[src/rtl/bp_me_stream_collector_if.sv]
// ---------------------------------------------------------------------------
// bp_me_stream_collector_if
//
// Purpose: one BedRock message channel (header + data with a valid/ready-and
// handshake). The collector uses one instance as its narrow beat input and a
// second, wider instance as its collected-message output.
//
// Parameters:
//   header_width_p  width of the BedRock xce header
//   data_width_p    width of the data field carried on this channel
//
// Signals:
//   msg_header     header (driven by master)
//   msg_data       data (driven by master)
//   msg_v          valid (driven by master)
//   msg_ready_and  ready; transfer when msg_v & msg_ready_and (driven by slave)
//
// Modports:
//   master  producer side
//   slave   consumer side
// ---------------------------------------------------------------------------
interface bp_me_stream_collector_if
  #(parameter int header_width_p = 111
  , parameter int data_width_p   = 64
  );

  logic [header_width_p-1:0] msg_header;
  logic [data_width_p-1:0]   msg_data;
  logic                      msg_v;
  logic                      msg_ready_and;

  modport master (output msg_header, output msg_data, output msg_v, input  msg_ready_and);
  modport slave  (input  msg_header, input  msg_data, input  msg_v, output msg_ready_and);

endinterface

[src/rtl/bp_me_stream_collector.sv]
// ---------------------------------------------------------------------------
// bp_me_stream_collector
//
// Purpose: gathers a multi-beat BedRock stream (header repeated on every
// beat, narrow data beats) into a single message with one header and one
// full-width data word. Message types whose stream_mask_p bit is clear are
// collected as a single beat.
//
// Header layout (LSB first):
//   [3:0]                       msg_type
//   [6:4]                       size (log2 bytes, 0..7)
//   [7 +: paddr_width_p]        addr
//   [7+paddr_width_p +: payload_width_p] payload
//
// Parameters:
//   paddr_width_p     physical address width from the processor configuration
//   in_data_width_p   beat width (power of two, >= 8)
//   out_data_width_p  collected width (power-of-two multiple, >= 2x beat)
//   payload_width_p   header payload width
//   stream_mask_p     one bit per msg_type; 1 = multi-beat data
//
// Ports:
//   clk_i      clock
//   reset_n_i  synchronous active-low reset; forces all outputs to 0 while low
//   msg_in     slave side of the narrow beat channel
//   msg_out    master side of the wide collected-message channel
//
// Build option:
//   BP_ME_STREAM_COLLECTOR_BYPASS_EN - when defined, a new first beat may be
//   accepted in the same cycle the collected message is taken (len cycles per
//   message). When undefined, FULL always returns through IDLE (len+1 cycles).
// ---------------------------------------------------------------------------
module bp_me_stream_collector
  #(parameter int          paddr_width_p    = 40
  , parameter int          in_data_width_p  = 64
  , parameter int          out_data_width_p = 512
  , parameter int          payload_width_p  = 64
  , parameter logic [15:0] stream_mask_p    = 16'h0000
  )
  (input  logic                      clk_i
  , input logic                      reset_n_i
  , bp_me_stream_collector_if.slave  msg_in
  , bp_me_stream_collector_if.master msg_out
  );

  localparam int ratio_lp     = out_data_width_p / in_data_width_p;
  localparam int cnt_width_lp = $clog2(ratio_lp);
  localparam int in_shift_lp  = $clog2(in_data_width_p);
  localparam int header_width_lp = 4 + 3 + paddr_width_p + payload_width_p;

  typedef enum logic [1:0] {
    e_idle    = 2'd0,
    e_collect = 2'd1,
    e_full    = 2'd2
  } state_e;

  state_e                      r_state, w_state_n;
  logic [cnt_width_lp-1:0]     r_cnt, w_cnt_n;
  logic [cnt_width_lp-1:0]     r_last, w_last_n;
  logic [header_width_lp-1:0]  r_header, w_header_n;
  logic [out_data_width_p-1:0] r_data, w_data_n;

  logic [3:0]              w_type;
  logic [2:0]              w_size;
  logic [10:0]             w_bits;
  logic [10:0]             w_beats;
  logic                    w_stream;
  logic                    w_len_illegal;
  logic [cnt_width_lp-1:0] w_first_last;
  logic                    w_ready;
  logic                    w_accept;
  logic                    w_load_first;

  // Decode beat count (as len-1) from the incoming header.
  always_comb begin
    w_type        = msg_in.msg_header[3:0];
    w_size        = msg_in.msg_header[6:4];
    w_bits        = 11'd8 << w_size;
    w_beats       = w_bits >> in_shift_lp;
    w_stream      = stream_mask_p[w_type];
    w_len_illegal = w_stream && (w_beats > 11'(ratio_lp));
    if (!w_stream || (w_beats <= 11'd1)) begin
      w_first_last = '0;
    end else if (w_len_illegal) begin
      // Oversized requests are clamped to a full output word.
      w_first_last = cnt_width_lp'(ratio_lp - 1);
    end else begin
      w_first_last = cnt_width_lp'(w_beats - 11'd1);
    end
  end

  // Input ready: registered state only, unless bypass lets FULL follow the consumer.
  always_comb begin
`ifdef BP_ME_STREAM_COLLECTOR_BYPASS_EN
    if (r_state == e_full) begin
      w_ready = msg_out.msg_ready_and;
    end else begin
      w_ready = 1'b1;
    end
`else
    if (r_state == e_full) begin
      w_ready = 1'b0;
    end else begin
      w_ready = 1'b1;
    end
`endif
  end

  assign msg_in.msg_ready_and = reset_n_i & w_ready;
  assign w_accept             = msg_in.msg_v & msg_in.msg_ready_and;

  // Next-state and datapath update.
  always_comb begin
    w_state_n    = r_state;
    w_cnt_n      = r_cnt;
    w_last_n     = r_last;
    w_header_n   = r_header;
    w_data_n     = r_data;
    w_load_first = 1'b0;

    case (r_state)
      e_idle: begin
        if (w_accept) begin
          w_load_first = 1'b1;
        end else begin
          w_state_n = e_idle;
        end
      end
      e_collect: begin
        if (w_accept) begin
          // Header on continuation beats is intentionally ignored.
          w_data_n[r_cnt*in_data_width_p +: in_data_width_p] = msg_in.msg_data;
          w_cnt_n = r_cnt + cnt_width_lp'(1);
          if (r_cnt == r_last) begin
            w_state_n = e_full;
          end else begin
            w_state_n = e_collect;
          end
        end else begin
          w_state_n = e_collect;
        end
      end
      e_full: begin
        if (msg_out.msg_ready_and) begin
          w_state_n = e_idle;
`ifdef BP_ME_STREAM_COLLECTOR_BYPASS_EN
          // A beat taken alongside the output transfer starts the next message.
          if (w_accept) begin
            w_load_first = 1'b1;
          end else begin
            w_load_first = 1'b0;
          end
`endif
        end else begin
          w_state_n = e_full;
        end
      end
      default: begin
        w_state_n = e_idle;
      end
    endcase

    if (w_load_first) begin
      w_header_n = msg_in.msg_header;
      w_data_n   = '0;
      w_data_n[0 +: in_data_width_p] = msg_in.msg_data;
      w_cnt_n    = cnt_width_lp'(1);
      w_last_n   = w_first_last;
      if (w_first_last == '0) begin
        w_state_n = e_full;
      end else begin
        w_state_n = e_collect;
      end
    end else begin
      w_header_n = w_header_n;
    end
  end

  // State, counter and buffer registers with synchronous active-low reset.
  always_ff @(posedge clk_i) begin
    if (!reset_n_i) begin
      r_state  <= e_idle;
      r_cnt    <= '0;
      r_last   <= '0;
      r_header <= '0;
      r_data   <= '0;
    end else begin
      r_state  <= w_state_n;
      r_cnt    <= w_cnt_n;
      r_last   <= w_last_n;
      r_header <= w_header_n;
      r_data   <= w_data_n;
    end
  end

  assign msg_out.msg_v      = reset_n_i & (r_state == e_full);
  assign msg_out.msg_header = reset_n_i ? r_header : '0;
  assign msg_out.msg_data   = reset_n_i ? r_data   : '0;

  bp_me_stream_collector_chk u_chk
    (.clk_i        (clk_i)
    ,.reset_n_i    (reset_n_i)
    ,.first_beat_i (w_load_first)
    ,.len_illegal_i(w_len_illegal)
    );

endmodule

// ---------------------------------------------------------------------------
// bp_me_stream_collector_chk
//
// Purpose: flags first beats whose requested length exceeds the output word.
//
// Ports:
//   clk_i, reset_n_i  clock and synchronous active-low reset
//   first_beat_i      a first beat is being accepted this cycle
//   len_illegal_i     that beat's decoded length exceeds the output ratio
// ---------------------------------------------------------------------------
module bp_me_stream_collector_chk
  (input  logic clk_i
  , input logic reset_n_i
  , input logic first_beat_i
  , input logic len_illegal_i
  );

  // Oversized stream length on a first beat.
  always_ff @(posedge clk_i) begin
    if (reset_n_i && first_beat_i) begin
      assert (!len_illegal_i);
    end
  end

endmodule

[src/flat_wrapper.sv]
// flat-port wrapper written by rule: the top's interface ports become plain ports
module bp_me_stream_collector_flat 
#(parameter int          paddr_width_p    = 40
  , parameter int          in_data_width_p  = 64
  , parameter int          out_data_width_p = 512
  , parameter int          payload_width_p  = 64
  , parameter logic [15:0] stream_mask_p    = 16'h0000
  )
  (clk_i, reset_n_i, msg_in_msg_header, msg_in_msg_data, msg_in_msg_v, msg_in_msg_ready_and, msg_out_msg_header, msg_out_msg_data, msg_out_msg_v, msg_out_msg_ready_and);
  bp_me_stream_collector_if #(.header_width_p((4 + 3 + (40) + (64))), .data_width_p((64))) msg_in_i ();
  bp_me_stream_collector_if #(.header_width_p((4 + 3 + (40) + (64))), .data_width_p((512))) msg_out_i ();
  input  logic clk_i;
  input logic reset_n_i;
  input wire logic [$bits(msg_in_i.msg_header)-1:0] msg_in_msg_header;
  input wire logic [$bits(msg_in_i.msg_data)-1:0] msg_in_msg_data;
  input wire logic [$bits(msg_in_i.msg_v)-1:0] msg_in_msg_v;
  output wire logic [$bits(msg_in_i.msg_ready_and)-1:0] msg_in_msg_ready_and;
  output wire logic [$bits(msg_out_i.msg_header)-1:0] msg_out_msg_header;
  output wire logic [$bits(msg_out_i.msg_data)-1:0] msg_out_msg_data;
  output wire logic [$bits(msg_out_i.msg_v)-1:0] msg_out_msg_v;
  input wire logic [$bits(msg_out_i.msg_ready_and)-1:0] msg_out_msg_ready_and;
  assign msg_in_i.msg_header = msg_in_msg_header;
  assign msg_in_i.msg_data = msg_in_msg_data;
  assign msg_in_i.msg_v = msg_in_msg_v;
  assign msg_in_msg_ready_and = msg_in_i.msg_ready_and;
  assign msg_out_msg_header = msg_out_i.msg_header;
  assign msg_out_msg_data = msg_out_i.msg_data;
  assign msg_out_msg_v = msg_out_i.msg_v;
  assign msg_out_i.msg_ready_and = msg_out_msg_ready_and;
  bp_me_stream_collector #(.paddr_width_p(paddr_width_p), .in_data_width_p(in_data_width_p), .out_data_width_p(out_data_width_p), .payload_width_p(payload_width_p), .stream_mask_p(stream_mask_p)) u_core (.clk_i(clk_i), .reset_n_i(reset_n_i), .msg_in(msg_in_i), .msg_out(msg_out_i));
endmodule
[config.mk]
export PLATFORM = sky130hd
export DESIGN_NAME = bp_me_stream_collector_flat
export DESIGN_NICKNAME = d
export VERILOG_FILES = /design/src/rtl/bp_me_stream_collector_if.sv /design/src/rtl/bp_me_stream_collector.sv /design/src/flat_wrapper.sv
export SDC_FILE = /design/constraint.sdc
export NUM_CORES = 2
export LEC_CHECK = 0
export BUFFER_PORTS_ARGS = -buffer_cell sky130_fd_sc_hd__buf_2
export CAP_MARGIN = 5
export CORE_AREA = 8 8 307 309
export DETAILED_ROUTE_END_ITERATION = 10
export DIE_AREA = 0 0 315 317
export PLACE_DENSITY = 0.56
export SYNTH_ARGS = -nofsm -noshare
export SYNTH_HDL_FRONTEND = slang
export SYNTH_SLANG_ARGS = --single-unit
[constraint.sdc]
create_clock -name clk_i -period 3.2 [get_ports clk_i]
set_input_delay 0.8 -clock clk_i [delete_from_list [all_inputs] [get_ports clk_i]]
set_output_delay 0.8 -clock clk_i [all_outputs]
set_load 0.02 [all_outputs]
==> run metrics <==
RSZ-0062 raised after global routing no; clock skew after layout 0.0241 ns; drt total wl 105000 um; Cell Chain, Critical Path buf_8 -> buf_12 -> buf_12 -> and2_1 -> buf_2; Tcrit/Tclk final 0.862; Mapped Cells 3092; min-delay worst type in -> reg; slew of the pin with the lowest slew margin 0.884 ns; Final Non-Filler Cells 5002; cell family with most CP delay buffers and inverters; clock latency at the later pin of the worst-skew pair 0.62 ns; DR WL/cell 20.9 um; post-cts repair resize count 0; gpl congestion 0.878; peak fanout along the critical path 49; Fmax 0.362 GHz; Top cell by count, worst path buf_12; Max stage delay cell, worst path buf_8; element type at the critical path start input pin; DP Wirelength 77200 um; asr flop ratio synth 0; Yosys top cell by area dfxtp_1; Die Ht 317 um; Hold EP u_core.r_header[85]$_SDFFE_PN0P_; Synthesized Nets 3277; placed insts 4866; Pwr Density 523 mW/mm^2; clk root buf clkbuf_16; initial antenna violation count 16; status complete, no violations; # clock sinks 628; PnR worst setup slack 0.441 ns; Seq/Total Area, Yosys 0.488; drc violations 0; CTS max path bufs 3; reg2reg setup slack 0.54 ns; Initial DRC Count 1835; hold buffer count at CTS 0; worst r2r src u_core.r_cnt[0]$_SDFFE_PN0P_; Worst Path Buf+Inv 4; worst slack, placed 0.413 ns; Peak supply drop 324 uV; Seq cells post-synth 628; DIE WIDTH 315 um; floorplan core area 0.0893 sq mm; syn avg cell area 8.34 sq um; port bufs 803; initial core utilization 0.289; Via Count 23700; Netlist cell types 36; Post-Syn Area 0.0258 sq mm; max-cap violation count 0; GRT Total Usage 0.197; die footprint 0.0999 sq mm; CTS H-Tree Depth 3; R2R depth 9; nets 3949; # setup viols final 0; Worst-path clk slew 0.06 ns; Area contributors post-synth dfxtp_1 (49%), and2_1 (15%), nand3_1 (8.8%); CP Data Required Time 2.40 ns; Ys Warns 0; critical path type in -> out; Min-Delay Startpoint msg_in_msg_header[85]; Synth top area share 0.488; total CTS buffers 72; CP peak stage delay 0.30 ns; LEAKAGE 14.6 nW; crit end category output pin; Post-CTS Repair Setup Buffers 0; Setup TNS Final 0 ns; largest net degree at the start of global routing 129; DRT Pass-1 Iters 5; ys flop type dfxtp_1; IO Pins 804; GRT overflow 0; layout cells sized above 1 0.268; DR vias/cell 4.74; Worst Hold Depth 3; remaining antenna violation count 0; vias in the first global route 22400; cell depth of the worst setup path 5; hold violation count in the final report 0; Area growth syn-to-layout 29.3%; first-pass GRT wire length 149000 um; worst r2r dst u_core.r_data[409]$_SDFFE_PP0P_; TritonCTS clock tree built; Critical Path AT 1.96 ns; worst rel slew slack 0.410; EDFF count, synth 0; fin crit period 2.76 ns; Row Count 110; final max-slew violation count 0
[worst reg2reg max path, stage by stage (launching register included)]
cell	delay (ns)
dfxtp_1	0.52
inv_1	0.09
ha_1	0.21
ha_1	0.26
nand4bb_4	0.31
nor4b_4	0.36
buf_12	0.21
buf_12	0.27
nand3_1	0.25
o21ai_0	0.11
[registers in the layout, indices dropped and copies added (netlist names)]
name             flops
u_core.r_cnt         3
u_core.r_data      512
u_core.r_header    111
u_core.r_state       2
[how the worst max path moves through the flow]
stage,start,slack (ns),end
finish,reset_n_i,0.44,msg_out_msg_data[27]
global route,u_core.r_cnt[0]$_SDFFE_PN0P_,0.33,u_core.r_data[172]$_SDFFE_PP0P_
CTS,reset_n_i,0.43,msg_out_msg_data[10]
detailed placement,reset_n_i,0.41,u_core.r_data[5]$_SDFFE_PN0P_
global placement,reset_n_i,0.43,msg_out_msg_data[27]
floorplan,reset_n_i,0.37,msg_in_msg_ready_and
[layer usage]
metal / wire length [um] / track usage / up-vias
met5: 13 / 0 / -
met1: 47700 / 0.271 / 11000
met2: 45800 / 0.303 / 788
li1: - / - / 11700
met4: 4090 / 0.0737 / 2
met3: 7240 / 0.0403 / 188
[synthesized netlist by cell type (all sizes together) (3+ instances only)]
master	n
inv	5
dfxtp	628
o21ai	451
nand3	451
a21boi	112
and2	627
nand4	3
nor2b	4
a22o	63
buf	157
ha	6
nand2	425
clkbuf	136
nor2	6
[through the flow]
| step | hold slack (ns) | power [mW] | instance area (sq um) | utilization |
|---|---|---|---|---|
| 6_report | 0.435 | 17.4 | 33300 | 0.373 |
| 3_3_place_gp | 0.442 | 9.52 | 31000 | 0.347 |
| 5_1_grt | 0.400 | 18.1 | 33300 | 0.373 |
| 4_1_cts | 0.398 | 17.7 | 33300 | 0.373 |
| 2_1_floorplan | 0.434 | 8.86 | 25800 | - |
| 3_5_place_dp | 0.448 | 9.52 | 31000 | 0.347 |
[logic make-up (layout without fill, tap and decap cells)]
logic type | Yosys count | count (layout) | share of synthesized area
xor gates and xnor gates | 2 | 2 | 0.000680
other | 0 | 11 | 0
buffers and inverters | 298 | 1021 | 0.0550
DFF | 628 | 628 | 0.488
and+or+nand+nor | 1529 | 1529 | 0.311
adders and majority gates | 6 | 6 | 0.00291
AOI/OAI and AO/OA | 629 | 629 | 0.142
[cells in the final DEF (no fill, tap or decap), types with 4 or more instances in the layout]
master     synthesis  final
a21boi_0         112    112
a22o_1            63     63
and2_1           627    624
buf_12             0     35
buf_2            119    802
buf_4              5     53
clkbuf_1         132     16
clkbuf_16          0     73
clkbuf_8           0     14
clkinv_2           0     12
dfxtp_1          628    628
diode_2            0     11
ha_1               6      6
inv_1              5      5
nand2_1          415    414
nand2_2           10     10
nand3_1          451    450
nor2_1             6      6
nor2b_1            4      4
o21ai_0          129    129
o21ai_1          321    321
[where the power goes]
part	switching, mW	internal, mW
logic	0.950	0.402
clock network	3.47	4.63
registers	0.0510	7.94
total	4.47	13.0
[final cells by class]
class,instances,area [sq um]
fillers,9615,56000
repair buffers,891,5130
clock inverters,22,206
clock buffers,103,2080
flip-flops and latches,628,12600
diodes,11,27.5
inverters,5,18.8
well taps,1176,1470
multi-input cells,2166,11800
(Power assumes the default switching activity.)
